--- src/rtl/edge_event_arbiter.sv ---
// Rising-edge event capture on NCH level inputs, round-robin arbitration onto a
// single valid/ready event port, with a saturating count of events lost to overflow.
module edge_event_arbiter #(
  parameter int NCH = 4,
  parameter int DCW = 8,
  localparam int CW = (NCH > 1) ? $clog2(NCH) : 1
) (
  input  logic           clk,
  input  logic           resetn,
  input  logic [NCH-1:0] din,
  output logic           evt_valid,
  input  logic           evt_ready,
  output logic [CW-1:0]  evt_ch,
  output logic [NCH-1:0] pending,
  output logic [DCW-1:0] drop_cnt
);

  localparam int PW = $clog2(NCH + 1);
  localparam int SW = ((DCW > PW) ? DCW : PW) + 1;

  typedef enum logic [0:0] {
    IDLE  = 1'b0,
    OFFER = 1'b1
  } state_t;

  state_t         state;
  logic [NCH-1:0] prev;
  logic [CW-1:0]  last_grant;

  logic [NCH-1:0] rise;
  logic [NCH-1:0] clr;
  logic [NCH-1:0] drops;
  logic [NCH-1:0] pending_next;
  logic           sel_found;
  logic [CW-1:0]  sel_idx;
  logic           grant;
  int unsigned    rr_idx;
  logic [PW-1:0]  ndrop;
  logic [SW-1:0]  drop_sum;
  logic [DCW-1:0] drop_next;

  always_comb begin
    rise      = din & ~prev;
    sel_found = 1'b0;
    sel_idx   = '0;
    rr_idx    = 0;
    // Search begins one past the last grant and wraps around all channels.
    for (int unsigned k = 1; k <= NCH; k++) begin
      rr_idx = 32'(last_grant) + k;
      if (rr_idx >= NCH) rr_idx = rr_idx - NCH;
      if (!sel_found && pending[rr_idx[CW-1:0]]) begin
        sel_found = 1'b1;
        sel_idx   = rr_idx[CW-1:0];
      end
    end

    grant = sel_found && ((state == IDLE) || evt_ready);
    clr   = '0;
    if (grant) clr[sel_idx] = 1'b1;

    // A rise on a bit being cleared this edge is a fresh event, not a drop.
    pending_next = (pending & ~clr) | rise;
    drops        = rise & pending & ~clr;

    ndrop = '0;
    for (int unsigned i = 0; i < NCH; i++) begin
      ndrop = ndrop + PW'(drops[i]);
    end
    drop_sum = SW'(drop_cnt) + SW'(ndrop);
    if (drop_sum > SW'({DCW{1'b1}})) drop_next = '1;
    else                             drop_next = drop_sum[DCW-1:0];
  end

  always_ff @(posedge clk) begin
    if (!resetn) begin
      state      <= IDLE;
      prev       <= '0;
      pending    <= '0;
      drop_cnt   <= '0;
      evt_valid  <= 1'b0;
      evt_ch     <= '0;
      last_grant <= CW'(NCH - 1);
    end else begin
      prev     <= din;
      pending  <= pending_next;
      drop_cnt <= drop_next;
      case (state)
        IDLE: begin
          if (sel_found) begin
            state      <= OFFER;
            evt_valid  <= 1'b1;
            evt_ch     <= sel_idx;
            last_grant <= sel_idx;
          end
        end
        OFFER: begin
          if (evt_ready) begin
            if (sel_found) begin
              evt_ch     <= sel_idx;
              last_grant <= sel_idx;
            end else begin
              state     <= IDLE;
              evt_valid <= 1'b0;
            end
          end
        end
        default: begin
          state     <= IDLE;
          evt_valid <= 1'b0;
        end
      endcase
    end
  end

endmodule

--- config.mk ---
export PLATFORM = sky130hd
export DESIGN_NAME = edge_event_arbiter
export DESIGN_NICKNAME = d
export VERILOG_FILES = /design/src/rtl/edge_event_arbiter.sv
export SDC_FILE = /design/constraint.sdc
export NUM_CORES = 1
export LEC_CHECK = 0
export CORE_MARGIN = 4
export CORE_UTILIZATION = 40
export CTS_CLUSTER_DIAMETER = 50
export DETAILED_ROUTE_END_ITERATION = 16
export GPL_TIMING_DRIVEN = 0
export PLACE_DENSITY = 0.75
export SLEW_MARGIN = 30
export SYNTH_ARGS = -nofsm -noshare
export SYNTH_HDL_FRONTEND = slang
export SYNTH_SLANG_ARGS = --single-unit
--- constraint.sdc ---
create_clock -name clk -period 6.1 [get_ports clk]
set_input_delay 1.22 -clock clk [delete_from_list [all_inputs] [get_ports clk]]
set_output_delay 1.22 -clock clk [all_outputs]
set_load 0.1 [all_outputs]
* Yosys cells after proc, flatten, opt, wreduce, memory -nomap -nowiden *
Cells that the tools add are included.

word-level totals
  flip-flop bits (word level) = 22
  latch bits = 0
  RAM bits = 0
  ROM bits = 0
  logic and storage cells = 88
  memories kept = 0

cells by class
  add/subtract/negate cells = 12
  $mul = 0
  div/mod/pow operators = 0
  order comparisons = 11
  equal/unequal tests = 3
  shift operators = 0
  mux-type cells = 37
  bitwise operators = 8
  reductions and logical operators = 10

operators by type and width
  operator               number
  $mux W2                12
  $and A4 B4 Y4          4
  $lt A2 B3 Y1 const B   5
  $mux W1                14
  $add A8 B3 Y9          1
  $ge A3 B3 Y1 const B   3
  $gt A9 B8 Y1 const B   1
  $bmux W1 S2            4
  $mux W8                1
  $not A4 Y4             2
  $pmux W2 S2            2
  $sub A2 B1 Y2 const B  4
  $add A2 B2 Y3 const B  2
  $ne A2 B2 Y1 const B   3
  $logic_and A1 B1 Y1    5
  $add A2 B3 Y4 const B  1
  $ge A4 B3 Y1 const B   1
  $mux W4                1
  $or A4 B4 Y4           1
  $pmux W1 S2            2
  $add A2 B1 Y3          1
  $add A2 B1 Y3 const B  1
  $add A3 B1 Y3          1
  $logic_not A1 Y1       3
  other kinds (6)        6

* Logic depth before layout (Yosys ltp) *
  word-level depth = 28
  depth in mapped cells = 12

* Least setup slack after synthesis *
OpenSTA, ideal clock, no wires.

  path kind = reg-to-reg
  start = register pending[0]
  end = register drop_cnt[0]
  data arrival time = 3.843 ns
  data required time = 6.022 ns
  setup slack = 2.179 ns
  stages on the path, launching flop included = 13
  path buffers = 0
  period minus slack after synthesis = 3.921 ns
  path through = dfxtp_1 o21ai_0 o221ai_2 nand2b_1 o211ai_1 fa_1 fa_1 inv_1 fa_1 and3_1 and3_1 nand3_1 a21boi_0

on the way
  longest elaborated chain between the ends = 25
  elaborated cells on any way between the ends = 38

RTL lines
  element                        RTL line  text
  start, declared                14        output logic [NCH-1:0] pending,
  start signal, assigned         85        pending <= pending_next;
  $bmux W1 S2                    51        if (!sel_found && pending[rr_idx[CW-1:0]]) begin
  $mux W1 (implied by the code)  51
  $mux W1                        51
  $logic_not A1 Y1               51
  $logic_and A1 B1 Y1            51
  $mux W1                        51
  $logic_not A1 Y1               51
  $logic_and A1 B1 Y1            51
  (+9 left out)                  --
  $not A4 Y4                     63        drops = rise & pending & ~clr;
  $and A4 B4 Y4 *                63
  $add A1 B1 Y2                  67        ndrop = ndrop + PW'(drops[i]);
  $add A2 B1 Y3                  67
  $add A3 B1 Y3 *                67
  $add A8 B3 Y9 *                69        drop_sum = SW'(drop_cnt) + SW'(ndrop);
  $gt A9 B8 Y1                   70        if (drop_sum > SW'({DCW{1'b1}})) drop_next = '1;
  $mux W8 *                      70
  end signal, assigned           86        drop_cnt <= drop_next;
  end, declared                  15        output logic [DCW-1:0] drop_cnt

Every way passes the cells marked *; elsewhere a longest branch is shown, timed or not. The select of a mux whose other input is x is not followed.
A chain may end at the register's enable or synchronous reset.

* Worst setup path in the final report *
  start = input port evt_ready
  end = register drop_cnt[2]

on the way
  longest elaborated chain between the ends = 11

RTL lines
  element                RTL line  text
  start, declared        12        input logic evt_ready,
  $logic_or A1 B1 Y1 *   57        grant = sel_found && ((state == IDLE) || evt_ready);
  $logic_and A1 B1 Y1 *  57
  $mux W4 *              59        if (grant) clr[sel_idx] = 1'b1;
  $not A4 Y4 *           63
  $and A4 B4 Y4 *        63
  $add A1 B1 Y2          67
  $add A2 B1 Y3          67
  $add A3 B1 Y3 *        67
  $add A8 B3 Y9 *        69
  $gt A9 B8 Y1           70
  $mux W8 *              70

Every way passes the cells marked *; elsewhere a longest branch is shown, timed or not.

==> impl_metrics.env <==
export IMPL_min_from="evt_ch[1]$_SDFFE_PN0P_"
export IMPL_fin_setup_tns_ns=0
export IMPL_fin_crit_sh_pct=72.1
export IMPL_r2r_slack_ns=2.64
export IMPL_setup_viol=0
export IMPL_grt_use_met1_pct=18.8
export IMPL_rr_worst_depth=12
export IMPL_path_cells="clkdlybuf4s50_1, nand2b_1, nor2b_1, nand2b_1, o211ai_1, fa_1, fa_1, inv_1, fa_1, and3_1, and3_1, nand3_1, a21boi_0"
export IMPL_ys_ff_latch=22
export IMPL_crit_type="input port to flip-flop"
export IMPL_combPwrFrac_pct=39.8
export IMPL_timing_rr_end="drop_cnt[2]$_SDFF_PN0_"
export IMPL_start_util_pct=42.4
export IMPL_cp_max_fo=6
export IMPL_cts_tree="built"
export IMPL_use_met2_pct=23.3
export IMPL_fin_crit_ns=4.40
export IMPL_p_int_uw=245
export IMPL_power_density_nw_per_um2=308
export IMPL_clockRootBuffer="clkbuf_4"
export IMPL_power_uw=416
export IMPL_yosys_warnings=0
export IMPL_rows=18
export IMPL_crit_reg2reg_launch="pending[1]$_SDFF_PN0_"
export IMPL_p_clk_share_pct=18.3
export IMPL_clk_pin_slew_ns=0.11
export IMPL_tightest_slew_ns=0.981
export IMPL_grt_pass1_vias=920
export IMPL_drtIter0Drc=29
export IMPL_diodes=0
export IMPL_syn2layout_area_growth_pct=26.6
export IMPL_cts_sinks=22
export IMPL_synth_main_ff_cell="dfxtp_1"
export IMPL_grtUsageMet3_pct=1.94
export IMPL_clock_skew_ns=0.00441
export IMPL_cp_depth=13
export IMPL_fp_dieW_um=59.7
export IMPL_critPathTopFamily="simple AND/OR/NAND/NOR gates"
export IMPL_hold_viol=0
export IMPL_grtUsageTotal_pct=14.3
export IMPL_start_kind="input port"
export IMPL_synth_cells=113
export IMPL_status="finished, final reports clean"
export IMPL_overflow=0
export IMPL_synth_top_area_share_pct=41.2
export IMPL_grt_busiest_layer="met2"
export IMPL_crit_buf_inv=2
export IMPL_seqPwrFrac_pct=41.9
export IMPL_nNetsFinal=150
export IMPL_syn_nets=124
export IMPL_first_pass_iters=4
export IMPL_route_detailed_drc=0
export IMPL_io_buffers=21
export IMPL_crit_path_end="drop_cnt[2]$_SDFF_PN0_"
export IMPL_finish_utilization_pct=53.6
export IMPL_die_h_um=59.7
export IMPL_coreArea_um2=2520
export IMPL_cts_buffers=3
export IMPL_vias_per_cell=5.48
export IMPL_h_tree_depth=1
export IMPL_post_cts_setup_buffer_count=0
export IMPL_crit_start="evt_ready"
export IMPL_clockBufferDepth=2
export IMPL_clk_latency_ns=0.29
export IMPL_final_fill_count=254
export IMPL_cp_data_required_time_ns=6.33
export IMPL_synth_area_leader_cell="dfxtp_1"
export IMPL_ctsHoldBuffers=0
export IMPL_crit_top_cell="fa_1"
export IMPL_grt_setup_unrepaired="false"
export IMPL_place_gp_congestion=0.815
export IMPL_layout_drive_gt1_share_pct=6.52
export IMPL_grt_max_degree=13
export IMPL_yosys_top_cells_area="dfxtp_1, fa_1, o21ai_0"
export IMPL_wirelength_um=2240
export IMPL_critPathCaptureType="flip-flop"
export IMPL_max_clock_freq_mhz=227
export IMPL_yosysUniqueCellTypes=34
export IMPL_slowest_delay_ns=0.48
export IMPL_synth_most_common_cell="dfxtp_1"
export IMPL_io_pins=22
export IMPL_design_die_area_um2=3560
export IMPL_cts_repair_resized=0
export IMPL_synth_commonest_cells="dfxtp_1, o21ai_0, nand3_1, nor2b_1"
export IMPL_yosysSeqAreaShare_pct=41.2
export IMPL_relSlewSlack_pct=34.4
export IMPL_async_flop_share_pct=0
export IMPL_postRouteAntennaNets=0
export IMPL_crit_slowest_cell="fa_1"
export IMPL_grt_pass1_wl_um=3900
export IMPL_hold_class="flip-flop to flip-flop"
export IMPL_switching_share_pct=41.2
export IMPL_synth_area_per_cell_um2=9.46
export IMPL_p_switching_uw=171
export IMPL_cp_arrival_ns=4.62
export IMPL_syn_area_um2=1070
export IMPL_ir_drop_mv=0.177
export IMPL_dpl_hpwl_um=1760
export IMPL_antenna_found_initial=0
export IMPL_vias=921
export IMPL_wire_per_inst_um=13.3
export IMPL_slew_violations=0
export IMPL_p_leak_nw=0.556
export IMPL_maxCapViolCount=0
export IMPL_synth_edf_count=0
## power groups by stage
stage	logic, mW	clock network [mW]	registers [mW]
after floorplan	0.0573	0	0.247
after global placement	0.163	0	0.177
after detailed placement	0.167	0	0.178
after CTS	0.167	0.0786	0.175
after global routing	0.179	0.0844	0.177
final	0.166	0.0761	0.175
## final cells by class
type	instances	area, um^2	share of cell area [%]
multi-input cells	84	594	43.9
flip-flops and latches	22	440	32.6
repair buffers	21	210	15.5
well taps	30	37.5	2.78
clock buffers	4	36.3	2.68
plain buffers	3	18.8	1.39
inverters	4	15.0	1.11
## logic make-up after synthesis
family / Yosys count / synth area share, %
buffers and inverters: 7 / 3.16
xor gates and xnor gates: 2 / 1.64
DFF: 22 / 41.2
adders and majority gates: 4 / 6.79
AOI/OAI and AO/OA: 34 / 21.5
and+or+nand+nor: 44 / 25.6
## flip-flops by register name (all words and copies together) (netlist names)
register    count
drop_cnt        8
pending         4
prev            4
evt_ch          2
last_grant      2
evt_valid       1
state           1
## metal layers
layer	vias up	routed length, um
met1	446	1050
met3	2	88
met2	16	1090
met5	-	0
li1	457	-
met4	0	19
## tightest hold or removal path: cells and delay by family, from the launching register on
kind             cells  cell delay, ns
AO/OA/AOI/OAI        1            0.05
flip-flops           1            0.33
AND/OR/NAND/NOR      1            0.05
## worst min-delay path by stage
stage / to / slack (ns) / cells after the start
after CTS: evt_ch[1]$_SDFFE_PN0P_ / 0.47 / 2
after detailed placement: evt_ch[1]$_SDFFE_PN0P_ / 0.45 / 2
final: evt_ch[1]$_SDFFE_PN0P_ / 0.46 / 2
after global placement: evt_ch[1]$_SDFFE_PN0P_ / 0.45 / 2
after global routing: evt_ch[1]$_SDFFE_PN0P_ / 0.52 / 2
after floorplan: last_grant[1]$_SDFFE_PN1P_ / 0.50 / 2
## metrics by stage
step                      hold slack [ns]  setup WS (ns)  area, um^2  instances
after floorplan                     0.495           2.18        1070        113
after global placement              0.451           1.43        1320        164
after detailed placement            0.453           1.38        1320        164
after CTS                           0.469           1.70        1350        168
after global routing                0.520           1.36        1350        168
final                               0.462           1.70        1350        168
## placed cells by master (no fill, tap or decap), types with 2 or more instances in the layout
master            n
o21ai_0          10
clkbuf_4          3
a31oi_1           4
nand3_1           6
clkdlybuf4s50_1  21
nand2_1           3
inv_1             4
a21oi_1           4
nor3_1            2
nor2b_1           6
a21o_1            2
and3_1            5
nand2b_1          5
nor2_1            4
o211ai_1          4
dfxtp_1          22
o211a_1           3
and2_1            4
a21boi_0          5
clkbuf_1          2
fa_1              3
No activity file was read; power rests on OpenSTA's default activity.
